[src/rtl/vga_timing_pkg.sv]
// Shared 640x480@60 Hz timing constants for the VGA video path.
//  - Default horizontal/vertical timing (display, front porch, sync, back porch).
//  - span_total(): derives a line/frame total from its four segments.
//  - coord_t: the 10-bit screen coordinate carried on pixel_x/pixel_y.
//  - Screen-edge limits used by the downstream pixel generator.
package vga_timing_pkg;

  localparam int COORD_W   = 10;
  localparam int COORD_MAX = 1 << COORD_W;

  typedef logic [COORD_W-1:0] coord_t;

  localparam int H_DISPLAY_DEF = 640;
  localparam int H_FRONT_DEF   = 16;
  localparam int H_SYNC_DEF    = 96;
  localparam int H_BACK_DEF    = 48;

  localparam int V_DISPLAY_DEF = 480;
  localparam int V_FRONT_DEF   = 10;
  localparam int V_SYNC_DEF    = 2;
  localparam int V_BACK_DEF    = 33;

  function automatic int span_total(input int display, input int front,
                                    input int sync, input int back);
    return display + front + sync + back;
  endfunction

  localparam int H_TOTAL_DEF = span_total(H_DISPLAY_DEF, H_FRONT_DEF, H_SYNC_DEF, H_BACK_DEF);
  localparam int V_TOTAL_DEF = span_total(V_DISPLAY_DEF, V_FRONT_DEF, V_SYNC_DEF, V_BACK_DEF);

  // Last visible column/row, used by the pixel generator for its screen edges.
  localparam int X_EDGE_MAX = H_DISPLAY_DEF - 1;
  localparam int Y_EDGE_MAX = V_DISPLAY_DEF - 1;

endpackage

[src/rtl/vga_sync_gen_if.sv]
// Timing bundle from the VGA sync generator to its consumers.
//  p_tick       pixel enable, one system clock per pixel period
//  pixel_x/y    current pixel coordinate
//  video_on     current pixel is inside the visible area
//  hsync/vsync  sync levels for the connector
//  frame_start  one-clock pulse when the frame restarts at (0,0)
// master: the sync generator drives; slave: pixel generator / observer.
interface vga_sync_gen_if;
  import vga_timing_pkg::*;

  logic   p_tick;
  coord_t pixel_x;
  coord_t pixel_y;
  logic   video_on;
  logic   hsync;
  logic   vsync;
  logic   frame_start;

  modport master (
    output p_tick, pixel_x, pixel_y, video_on, hsync, vsync, frame_start
  );

  modport slave (
    input p_tick, pixel_x, pixel_y, video_on, hsync, vsync, frame_start
  );

endinterface

[src/rtl/vga_tick_div.sv]
// Pixel-rate enable generator.
//  clk     in  system clock
//  rst     in  synchronous active-high reset
//  p_tick  out high for one clk in every CLK_DIV clks
// div_cnt runs 0..CLK_DIV-1; p_tick is decoded from the registered count,
// so the first tick after reset lands on clk CLK_DIV-1.
module vga_tick_div #(
  parameter int CLK_DIV = 4
) (
  input  logic clk,
  input  logic rst,
  output logic p_tick
);

  localparam int  CNT_W      = (CLK_DIV > 1) ? $clog2(CLK_DIV) : 1;
  localparam bit  ONE_TO_ONE = (CLK_DIV == 1);
  localparam logic [CNT_W-1:0] CNT_LAST = CNT_W'(CLK_DIV - 1);

  if (CLK_DIV < 1 || CLK_DIV > 16) begin : g_bad_div
    $error("vga_tick_div: CLK_DIV must be in 1..16");
  end

  logic [CNT_W-1:0] div_cnt_q;
  logic [CNT_W-1:0] div_cnt_d;

  always_comb begin
    div_cnt_d = div_cnt_q + 1'b1;
    if (div_cnt_q == CNT_LAST) div_cnt_d = '0;
  end

  always_ff @(posedge clk) begin
    if (rst) div_cnt_q <= '0;
    else     div_cnt_q <= div_cnt_d;
  end

  // With a 1:1 divider the count never leaves zero, so the decode alone
  // would tick during reset; masking with rst keeps p_tick low there.
  assign p_tick = (div_cnt_q == CNT_LAST) & ~(ONE_TO_ONE & rst);

endmodule

[src/rtl/vga_sync_gen.sv]
// VGA timing generator (640x480@60 Hz by default).
//  clk  in   system clock (100 MHz)
//  rst  in   synchronous active-high reset
//  vga  master modport: p_tick, pixel_x, pixel_y, video_on, hsync,
//       vsync, frame_start
// Counters advance on p_tick. hsync/vsync/video_on/frame_start are
// registered from the next counter values, so they change on the same edge
// as pixel_x/pixel_y with no skew.
module vga_sync_gen
  import vga_timing_pkg::*;
#(
  parameter int CLK_DIV   = 4,
  parameter int H_DISPLAY = H_DISPLAY_DEF,
  parameter int H_FRONT   = H_FRONT_DEF,
  parameter int H_SYNC    = H_SYNC_DEF,
  parameter int H_BACK    = H_BACK_DEF,
  parameter int V_DISPLAY = V_DISPLAY_DEF,
  parameter int V_FRONT   = V_FRONT_DEF,
  parameter int V_SYNC    = V_SYNC_DEF,
  parameter int V_BACK    = V_BACK_DEF,
  parameter bit SYNC_POL  = 1'b0
) (
  input  logic           clk,
  input  logic           rst,
  vga_sync_gen_if.master vga
);

  localparam int H_TOTAL  = span_total(H_DISPLAY, H_FRONT, H_SYNC, H_BACK);
  localparam int V_TOTAL  = span_total(V_DISPLAY, V_FRONT, V_SYNC, V_BACK);
  localparam int HS_FIRST = H_DISPLAY + H_FRONT;
  localparam int HS_LAST  = HS_FIRST + H_SYNC - 1;
  localparam int VS_FIRST = V_DISPLAY + V_FRONT;
  localparam int VS_LAST  = VS_FIRST + V_SYNC - 1;
  localparam bit SYNC_IDLE = !SYNC_POL;
  localparam coord_t X_LAST = coord_t'(H_TOTAL - 1);
  localparam coord_t Y_LAST = coord_t'(V_TOTAL - 1);

  if (H_TOTAL > COORD_MAX) begin : g_h_too_wide
    $error("vga_sync_gen: H_TOTAL exceeds the 10-bit pixel_x range");
  end
  if (V_TOTAL > COORD_MAX) begin : g_v_too_wide
    $error("vga_sync_gen: V_TOTAL exceeds the 10-bit pixel_y range");
  end

  logic p_tick;

  vga_tick_div #(.CLK_DIV(CLK_DIV)) u_tick_div (
    .clk    (clk),
    .rst    (rst),
    .p_tick (p_tick)
  );

  coord_t pixel_x_q, pixel_x_d;
  coord_t pixel_y_q, pixel_y_d;
  logic   video_on_q, video_on_d;
  logic   hsync_q, hsync_d;
  logic   vsync_q, vsync_d;
  logic   frame_start_q, frame_start_d;

  always_comb begin
    pixel_x_d     = pixel_x_q;
    pixel_y_d     = pixel_y_q;
    frame_start_d = 1'b0;
    if (p_tick) begin
      if (pixel_x_q == X_LAST) begin
        pixel_x_d = '0;
        if (pixel_y_q == Y_LAST) begin
          pixel_y_d     = '0;
          frame_start_d = 1'b1;
        end else begin
          pixel_y_d = pixel_y_q + 1'b1;
        end
      end else begin
        pixel_x_d = pixel_x_q + 1'b1;
      end
    end
    // Decode from the next position so outputs line up with the counters.
    video_on_d = (int'(pixel_x_d) < H_DISPLAY) && (int'(pixel_y_d) < V_DISPLAY);
    hsync_d = ((int'(pixel_x_d) >= HS_FIRST) && (int'(pixel_x_d) <= HS_LAST)) ? SYNC_POL : SYNC_IDLE;
    vsync_d = ((int'(pixel_y_d) >= VS_FIRST) && (int'(pixel_y_d) <= VS_LAST)) ? SYNC_POL : SYNC_IDLE;
  end

  // Reset values are the decode of position (0,0).
  always_ff @(posedge clk) begin
    if (rst) begin
      pixel_x_q     <= '0;
      pixel_y_q     <= '0;
      video_on_q    <= 1'b1;
      hsync_q       <= SYNC_IDLE;
      vsync_q       <= SYNC_IDLE;
      frame_start_q <= 1'b0;
    end else begin
      pixel_x_q     <= pixel_x_d;
      pixel_y_q     <= pixel_y_d;
      video_on_q    <= video_on_d;
      hsync_q       <= hsync_d;
      vsync_q       <= vsync_d;
      frame_start_q <= frame_start_d;
    end
  end

  assign vga.p_tick      = p_tick;
  assign vga.pixel_x     = pixel_x_q;
  assign vga.pixel_y     = pixel_y_q;
  assign vga.video_on    = video_on_q;
  assign vga.hsync       = hsync_q;
  assign vga.vsync       = vsync_q;
  assign vga.frame_start = frame_start_q;

endmodule

[src/flat_wrapper.sv]
// flat-port wrapper written by rule: the top's interface ports become plain ports
module vga_sync_gen_flat import vga_timing_pkg::*;
#(
  parameter int CLK_DIV   = 4,
  parameter int H_DISPLAY = H_DISPLAY_DEF,
  parameter int H_FRONT   = H_FRONT_DEF,
  parameter int H_SYNC    = H_SYNC_DEF,
  parameter int H_BACK    = H_BACK_DEF,
  parameter int V_DISPLAY = V_DISPLAY_DEF,
  parameter int V_FRONT   = V_FRONT_DEF,
  parameter int V_SYNC    = V_SYNC_DEF,
  parameter int V_BACK    = V_BACK_DEF,
  parameter bit SYNC_POL  = 1'b0
)
  (clk, rst, vga_p_tick, vga_pixel_x, vga_pixel_y, vga_video_on, vga_hsync, vga_vsync, vga_frame_start);
  vga_sync_gen_if vga_i ();
  input  logic clk;
  input  logic rst;
  output wire logic [$bits(vga_i.p_tick)-1:0] vga_p_tick;
  output wire logic [$bits(vga_i.pixel_x)-1:0] vga_pixel_x;
  output wire logic [$bits(vga_i.pixel_y)-1:0] vga_pixel_y;
  output wire logic [$bits(vga_i.video_on)-1:0] vga_video_on;
  output wire logic [$bits(vga_i.hsync)-1:0] vga_hsync;
  output wire logic [$bits(vga_i.vsync)-1:0] vga_vsync;
  output wire logic [$bits(vga_i.frame_start)-1:0] vga_frame_start;
  assign vga_p_tick = vga_i.p_tick;
  assign vga_pixel_x = vga_i.pixel_x;
  assign vga_pixel_y = vga_i.pixel_y;
  assign vga_video_on = vga_i.video_on;
  assign vga_hsync = vga_i.hsync;
  assign vga_vsync = vga_i.vsync;
  assign vga_frame_start = vga_i.frame_start;
  vga_sync_gen #(.CLK_DIV(CLK_DIV), .H_DISPLAY(H_DISPLAY), .H_FRONT(H_FRONT), .H_SYNC(H_SYNC), .H_BACK(H_BACK), .V_DISPLAY(V_DISPLAY), .V_FRONT(V_FRONT), .V_SYNC(V_SYNC), .V_BACK(V_BACK), .SYNC_POL(SYNC_POL)) u_core (.clk(clk), .rst(rst), .vga(vga_i));
endmodule
[config.mk]
export PLATFORM = sky130hd
export DESIGN_NAME = vga_sync_gen_flat
export DESIGN_NICKNAME = d
export VERILOG_FILES = /design/src/rtl/vga_timing_pkg.sv /design/src/rtl/vga_sync_gen_if.sv /design/src/rtl/vga_tick_div.sv /design/src/rtl/vga_sync_gen.sv /design/src/flat_wrapper.sv
export SDC_FILE = /design/constraint.sdc
export NUM_CORES = 1
export LEC_CHECK = 0
export ABC_AREA = 0
export CORE_ASPECT_RATIO = 2
export CORE_UTILIZATION = 50
export DETAILED_ROUTE_END_ITERATION = 8
export GPL_TIMING_DRIVEN = 0
export PLACE_DENSITY = 0.88
export SYNTH_ARGS = -nofsm -noshare
export SYNTH_HDL_FRONTEND = slang
export SYNTH_SLANG_ARGS = --single-unit
[constraint.sdc]
create_clock -name clk -period 3 [get_ports clk]
set_clock_uncertainty 0.05 [all_clocks]
set_input_delay 0.3 -clock clk [delete_from_list [all_inputs] [get_ports clk]]
set_output_delay 0.3 -clock clk [all_outputs]
set_load 0.05 [all_outputs]
After elaboration in Yosys (flattened, before gate mapping)

Index checks and enable logic that the tools add are counted.
W data, S select, Z words.

Bits in registers: 26
Input bits: 2
Word-level logic and storage cells: 34

Add/subtract/negate cells: 3
Order comparisons: 6
Eq/ne operators: 3
Muxes and demuxes: 8
Bitwise logic cells: 2
Reductions and logical operators: 5

Operators by type and width:

| operator                | number |
|---|---|
| $mux W10                | 5 |
| $add A10 B1 Y10 const B | 2 |
| $eq A10 B10 Y1 const B  | 2 |
| $ge A10 B10 Y1 const B  | 1 |
| $ge A10 B9 Y1 const B   | 1 |
| $le A10 B10 Y1 const B  | 1 |
| $le A10 B9 Y1 const B   | 1 |
| $lt A10 B10 Y1 const B  | 1 |
| $lt A10 B9 Y1 const B   | 1 |
| $logic_and A1 B1 Y1     | 3 |
| $mux W1                 | 3 |
| $reduce_or A3 Y1        | 1 |
| $add A2 B1 Y2 const B   | 1 |
| $eq A2 B2 Y1 const B    | 1 |
| $not A1 Y1              | 2 |
| $reduce_or A2 Y1        | 1 |

Logic depth before layout (Yosys ltp)

Gate-level depths: netlist of run 1.

Word-level depth: 7
Depth in mapped cells: 9
Depth with buffers taken out: 8

Hierarchy

A second synthesis of run 1 with hierarchy kept.

Cells, all modules: 175
Area, all modules: 1472.7 µm²

By module, submodules not included:

| module       | instances | cells each | area an instance (µm²) | sequential area each (µm²) |
|---|---|---|---|---|
| vga_sync_gen | 1         | 170        | 1397.6                 | 480.5 |
| vga_tick_div | 1         | 5          | 75.1                   | 40.0 |

Worst setup path before layout of run 1

Ideal clock, no wire load.

Path kind: reg2reg
Start point: reg u_core.u_tick_div.div_cnt_q[0]
End point: reg u_core.vsync_q, in the netlist u_core.vga.vsync
Library setup time: 0.142 ns
Arrival time: 2.853 ns
Required time: 2.808 ns
Slack: -0.045 ns
Cell stages (with the launch flop): 9
Period minus slack after synthesis: 3.045 ns
Cells stage by stage: dfxtp_1 > ha_1 > buf_2 > inv_1 > or4_4 > or3_1 > or3_1 > a2111oi_2 > nand4_1

Word-level cells in the longest chain between the ends: 5
Elaborated cells between the ends (all ways): 6

RTL lines:

| item                                           | RTL line           | RTL |
|---|---|---|
| from (decl)                                    | vga_tick_div.sv:23 | `logic [CNT_W-1:0] div_cnt_q;` |
| from (signal assigned)                         | vga_tick_div.sv:33 | `else div_cnt_q <= div_cnt_d;` |
| $eq A2 B2 Y1 *                                 | vga_tick_div.sv:38 | `assign p_tick = (div_cnt_q == CNT_LAST) & ~(ONE_TO_ONE & rst);` |
| net vga_p_tick                                 | flat_wrapper.sv:19 | `output wire logic [$bits(vga_i.p_tick)-1:0] vga_p_tick;` |
| $mux W10 *                                     | vga_sync_gen.sv:64 | `if (p_tick) begin` |
| $ge A10 B9 Y1 or $le A10 B9 Y1 (tied branches) | vga_sync_gen.sv:80 | `vsync_d = ((int'(pixel_y_d) >= VS_FIRST) && (int'(pixel_y_d) <= VS_LAST)) ? SYNC_POL : SYNC_IDLE;` |
| $logic_and A1 B1 Y1 *                          | vga_sync_gen.sv:80 |  |
| $mux W1 *                                      | vga_sync_gen.sv:80 |  |
| to (signal assigned)                           | vga_sync_gen.sv:97 | `vsync_q <= vsync_d;` |
| to (decl)                                      | vga_sync_gen.sv:57 | `logic vsync_q, vsync_d;` |

Mark *: on every way through the listed nets, which the timed path passes. The rest lies on a longest branch.
A chain may end at the register's enable or synchronous reset.

Worst setup path in the final report of run 1

Start point: reg u_core.u_tick_div.div_cnt_q[0]
End point: reg u_core.vsync_q, in the netlist u_core.vga.vsync

Word-level cells in the longest chain between the ends: 5
Elaborated cells between the ends (all ways): 6

RTL lines:

| item                                           | RTL line |
|---|---|
| $eq A2 B2 Y1 *                                 | vga_tick_div.sv:38 |
| $mux W10 *                                     | vga_sync_gen.sv:64 |
| $ge A10 B9 Y1 or $le A10 B9 Y1 (tied branches) | vga_sync_gen.sv:80 |
| $logic_and A1 B1 Y1 *                          | vga_sync_gen.sv:80 |
| $mux W1 *                                      | vga_sync_gen.sv:80 |

Mark *: on every way between the ends. The rest lies on a longest branch, timed or not.

==> results.md, run 1 <==
- Remaining antenna violation count: 0
- Crit path setup slack, layout: 0.156 ns
- Total clock buffers created by CTS: 3
- Global-route wire length before repair: about 5200 µm
- Pin count of the biggest net entering global routing: 15
- Avg Cell Area, Syn: 8.47 µm²
- Overall global routing resource usage: 0.248
- Number of max-cap violations: 0
- Post-Synthesis Net Count: 164
- Worst EP arrival: 2.94 ns
- DR iter-0 viols: 67
- Logic gate share of total power: 0.050
- Setup repair after global routing missed its margin: false
- Maximum clock insertion buffer count: 2
- Post-Synthesis Cell Area: 0.00134 mm²
- Number of synthesized flops with an enable pin: 0
- Number of distinct library cells after synthesis: 39
- Cells after synthesis: 158
- Launching instance or port of the critical path: u_core.u_tick_div.div_cnt_q[0]$_SDFF_PP0_
- Net Switching: 130 µW
- Tightest Hold Check Type: reg2reg
- Post-place setup slack: between 0.09 and 0.1 ns
- Flop pwr share: 0.580
- Via density per instance: 5.94
- Number of warnings printed during yosys synthesis: 0
- First drt pass iteration count: 4
- Final Critical Period: 2.84 ns
- Sinks on Clock Net: 26
- Post-layout util: 0.666
- Grt ovf: 0
- Post-CTS clock slew at the launch and capture registers of the worst setup and hold paths: approximately 0.080 ns
- Layout cell share with drive strength beyond 1: 0.0699
- Final Max Slew Viols: 0
- Reg-to-Reg Start: u_core.u_tick_div.div_cnt_q[0]$_SDFF_PP0_
- Initial antenna violation count: 0
- Proportion of synthesized chip area in sequential cells: 0.389
- Pwr/cell area: around 360 mW/mm²
- Startpoint of the tightest hold check path: u_core.u_tick_div.div_cnt_q[0]$_SDFF_PP0_
- HPWL Detailed: 2300 µm
- F_max: 352 MHz
- Required arrival time at the worst endpoint: 3.09 ns
- Fill cell total of the finished layout: 203
- Sink of the worst hold path: u_core.u_tick_div.div_cnt_q[0]$_SDFF_PP0_
- Total of buffers placed on input and output ports: 25
- Hold Violations, Final: 0
- Clk Tree Root Cell: sky130_fd_sc_hd__clkbuf_8
- IO Count: 27
- Part of the total power dissipated in the clock network: 0.369
- Area of the die: roughly 0.0029 mm²
- Via count of the routed design: 1271
- Chip Width: just under 40 µm
- Avg WL per Cell: about 15 µm
- Height of the chip: 75.2 µm
- Path type of the worst setup path: reg2reg
- Final sum of negative setup slack: 0 ns
- Total number of nets in the final design: 193
- Internal power component: 477 µW
- Starting utilization of the core area: 0.528
- Detailed Route WL: 3140 µm
- Number of rows created at floorplan: 26
- Reg2reg setup slack: approximately 0.16 ns
- Number of flip-flops and latches in the synthesized netlist: 26
- Post-CTS repair timing setup buffer count: 0
- Final Cycle Share: 0.948
- Async set-reset flop share out of synthesis: 0
- Via count of the first global-routing pass: 1177
- Standby leakage power: 0.539 nW
- Critical path fanouts, max: 11
- Switching share of power: 0.214
- Maximum vdd drop: 0.306 mV
- Pin slew with the least headroom to its limit: 0.861 ns
- Setup Viol. Count Final: 0
- Final routed DRC violation total: 0
- Area Growth Syn to Fin: 26.2%
- Diodes inserted: 0
- Crit Reg-Reg Endpoint: u_core.vga.vsync$_SDFF_PP1_
- Combined flip-flop and latch cell area: around 520 µm²
- Worst hold path cell count: 1
- Startpoint types: register
- Max-Slew Margin vs Limit: 0.421
- Final GP Congestion: ~0.84
- Level count of the clock H-tree: 1
- Result of the run: complete, no violations
- Flip-flop cell with the highest count after synthesis: sky130_fd_sc_hd__dfxtp_1
- CTS tree: yes
- Number of gates resized after cts: 0
- Clk Latency, worst-skew pair: approximately 0.27 ns
- Type of element capturing the critical path: register
- CTS hold repair buffers: 0
- Floorplan core area: 0.00254 mm²
- Multi-input gate area in the final layout: between 700 and 800 µm²
- Worst R2R Path Depth: 7
## synth_stat cells, types with 3 or more instances
| library cell | count | area share |
|---|---|---|
| sky130_fd_sc_hd__a21oi_1 | 3 | 0.011 |
| sky130_fd_sc_hd__a31oi_1 | 3 | 0.014 |
| sky130_fd_sc_hd__clkbuf_1 | 5 | 0.014 |
| sky130_fd_sc_hd__dfxtp_1 | 26 | 0.39 |
| sky130_fd_sc_hd__ha_1 | 4 | 0.037 |
| sky130_fd_sc_hd__inv_1 | 6 | 0.017 |
| sky130_fd_sc_hd__nand2_1 | 13 | 0.036 |
| sky130_fd_sc_hd__nand3_1 | 8 | 0.030 |
| sky130_fd_sc_hd__nand4_1 | 8 | 0.037 |
| sky130_fd_sc_hd__nor2_1 | 21 | 0.059 |
| sky130_fd_sc_hd__nor3_1 | 11 | 0.041 |
| sky130_fd_sc_hd__or3_1 | 3 | 0.014 |
| sky130_fd_sc_hd__xnor2_1 | 9 | 0.059 |
| sky130_fd_sc_hd__xor2_1 | 9 | 0.059 |
## sequential cells by signal, indices dropped and copies added (netlist names)
| signal | count |
|---|---|
| u_core.u_tick_div.div_cnt_q | 2 |
| u_core.vga.frame_start | 1 |
| u_core.vga.hsync | 1 |
| u_core.vga.pixel_x | 10 |
| u_core.vga.pixel_y | 10 |
| u_core.vga.video_on | 1 |
| u_core.vga.vsync | 1 |
## area by class of cell
class                           count  area share
Buffer                              7      0.0244
Clock buffer                        4      0.0326
Inverter                            6      0.0133
Multi-Input combinational cell    118       0.453
Sequential cell                    26       0.308
Tap cell                           28      0.0207
Timing Repair Buffer               25       0.148
## logic make-up after synthesis
kind of cell               Yosys count  synth area share
xor gates and xnor gates            18             0.118
adders and majority gates            4            0.0374
and+or+nand+nor                     79             0.310
AOI/OAI and AO/OA                   16            0.0869
DFF                                 26             0.389
muxes                                1           0.00748
buffers and inverters               14            0.0514
## power by group through the flow
stage	Sequential [mW]	Clock [mW]	Combinational, mW
after floorplan	0.364	0	0.0197
after global placement	0.360	0	0.0299
after detailed placement	0.360	0	0.0309
after CTS	0.352	0.230	0.0310
after global routing	0.353	0.242	0.0337
final	0.352	0.224	0.0306
## per-stage QoR
step	total power, mW	instance area, µm²	std cells	hold WS, ns
2_1_floorplan	0.383	1340	158	0.359
3_3_place_gp	0.390	1630	211	0.368
3_5_place_dp	0.391	1630	211	0.394
4_1_cts	0.614	1680	215	0.408
5_1_grt	0.629	1690	214	0.426
6_report	0.607	1690	214	0.400
## layer usage
metal  up-vias  routed length (µm)  GRT usage
li1        614                   -          -
met1       596                1150      0.270
met2        49                1720      0.441
met3        12                 143     0.0236
met4         0                 118      0.142
met5         -                   0          0
## critical path: stages, from the launching register on
cell                        delay (ns)
sky130_fd_sc_hd__dfxtp_1          0.35
sky130_fd_sc_hd__ha_2             0.30
sky130_fd_sc_hd__inv_1            0.15
sky130_fd_sc_hd__or4_4            0.58
sky130_fd_sc_hd__or3_1            0.35
sky130_fd_sc_hd__or3_1            0.36
sky130_fd_sc_hd__a2111oi_4        0.45
sky130_fd_sc_hd__nand4_1          0.12
## worst max-delay path by stage
stage                                       end  slack [ns]  depth (start not counted)
finish              u_core.vga.vsync$_SDFF_PP1_        0.16                          7
global route        u_core.vga.vsync$_SDFF_PP1_        0.03                          7
CTS                 u_core.vga.vsync$_SDFF_PP1_        0.03                          8
detailed placement  u_core.vga.vsync$_SDFF_PP1_         0.1                          8
global placement    u_core.vga.vsync$_SDFF_PP1_        0.11                          8
floorplan           u_core.vga.vsync$_SDFF_PP1_        0.08                          7
## placed cells by master (no fill, tap or decap), drive strengths merged, types with 3 or more instances in the layout
cell type | Yosys | layout
nand4 | 8 | 8
nand3 | 8 | 8
or3 | 4 | 4
a21oi | 3 | 3
inv | 6 | 6
a31oi | 3 | 3
nor3 | 11 | 11
nand2 | 13 | 13
dfxtp | 26 | 26
xnor2 | 9 | 9
clkdlybuf4s50 | 0 | 25
nor2 | 21 | 21
ha | 4 | 4
clkbuf | 5 | 9
xor2 | 9 | 9
(Power assumes the default switching activity.)
==> run 2: changes to the inputs <==
Settings changed: SLEW_MARGIN from default to 30.
==> results of run 2 <==
No change in the layout: final DEF, timing and power equal those of run 1.
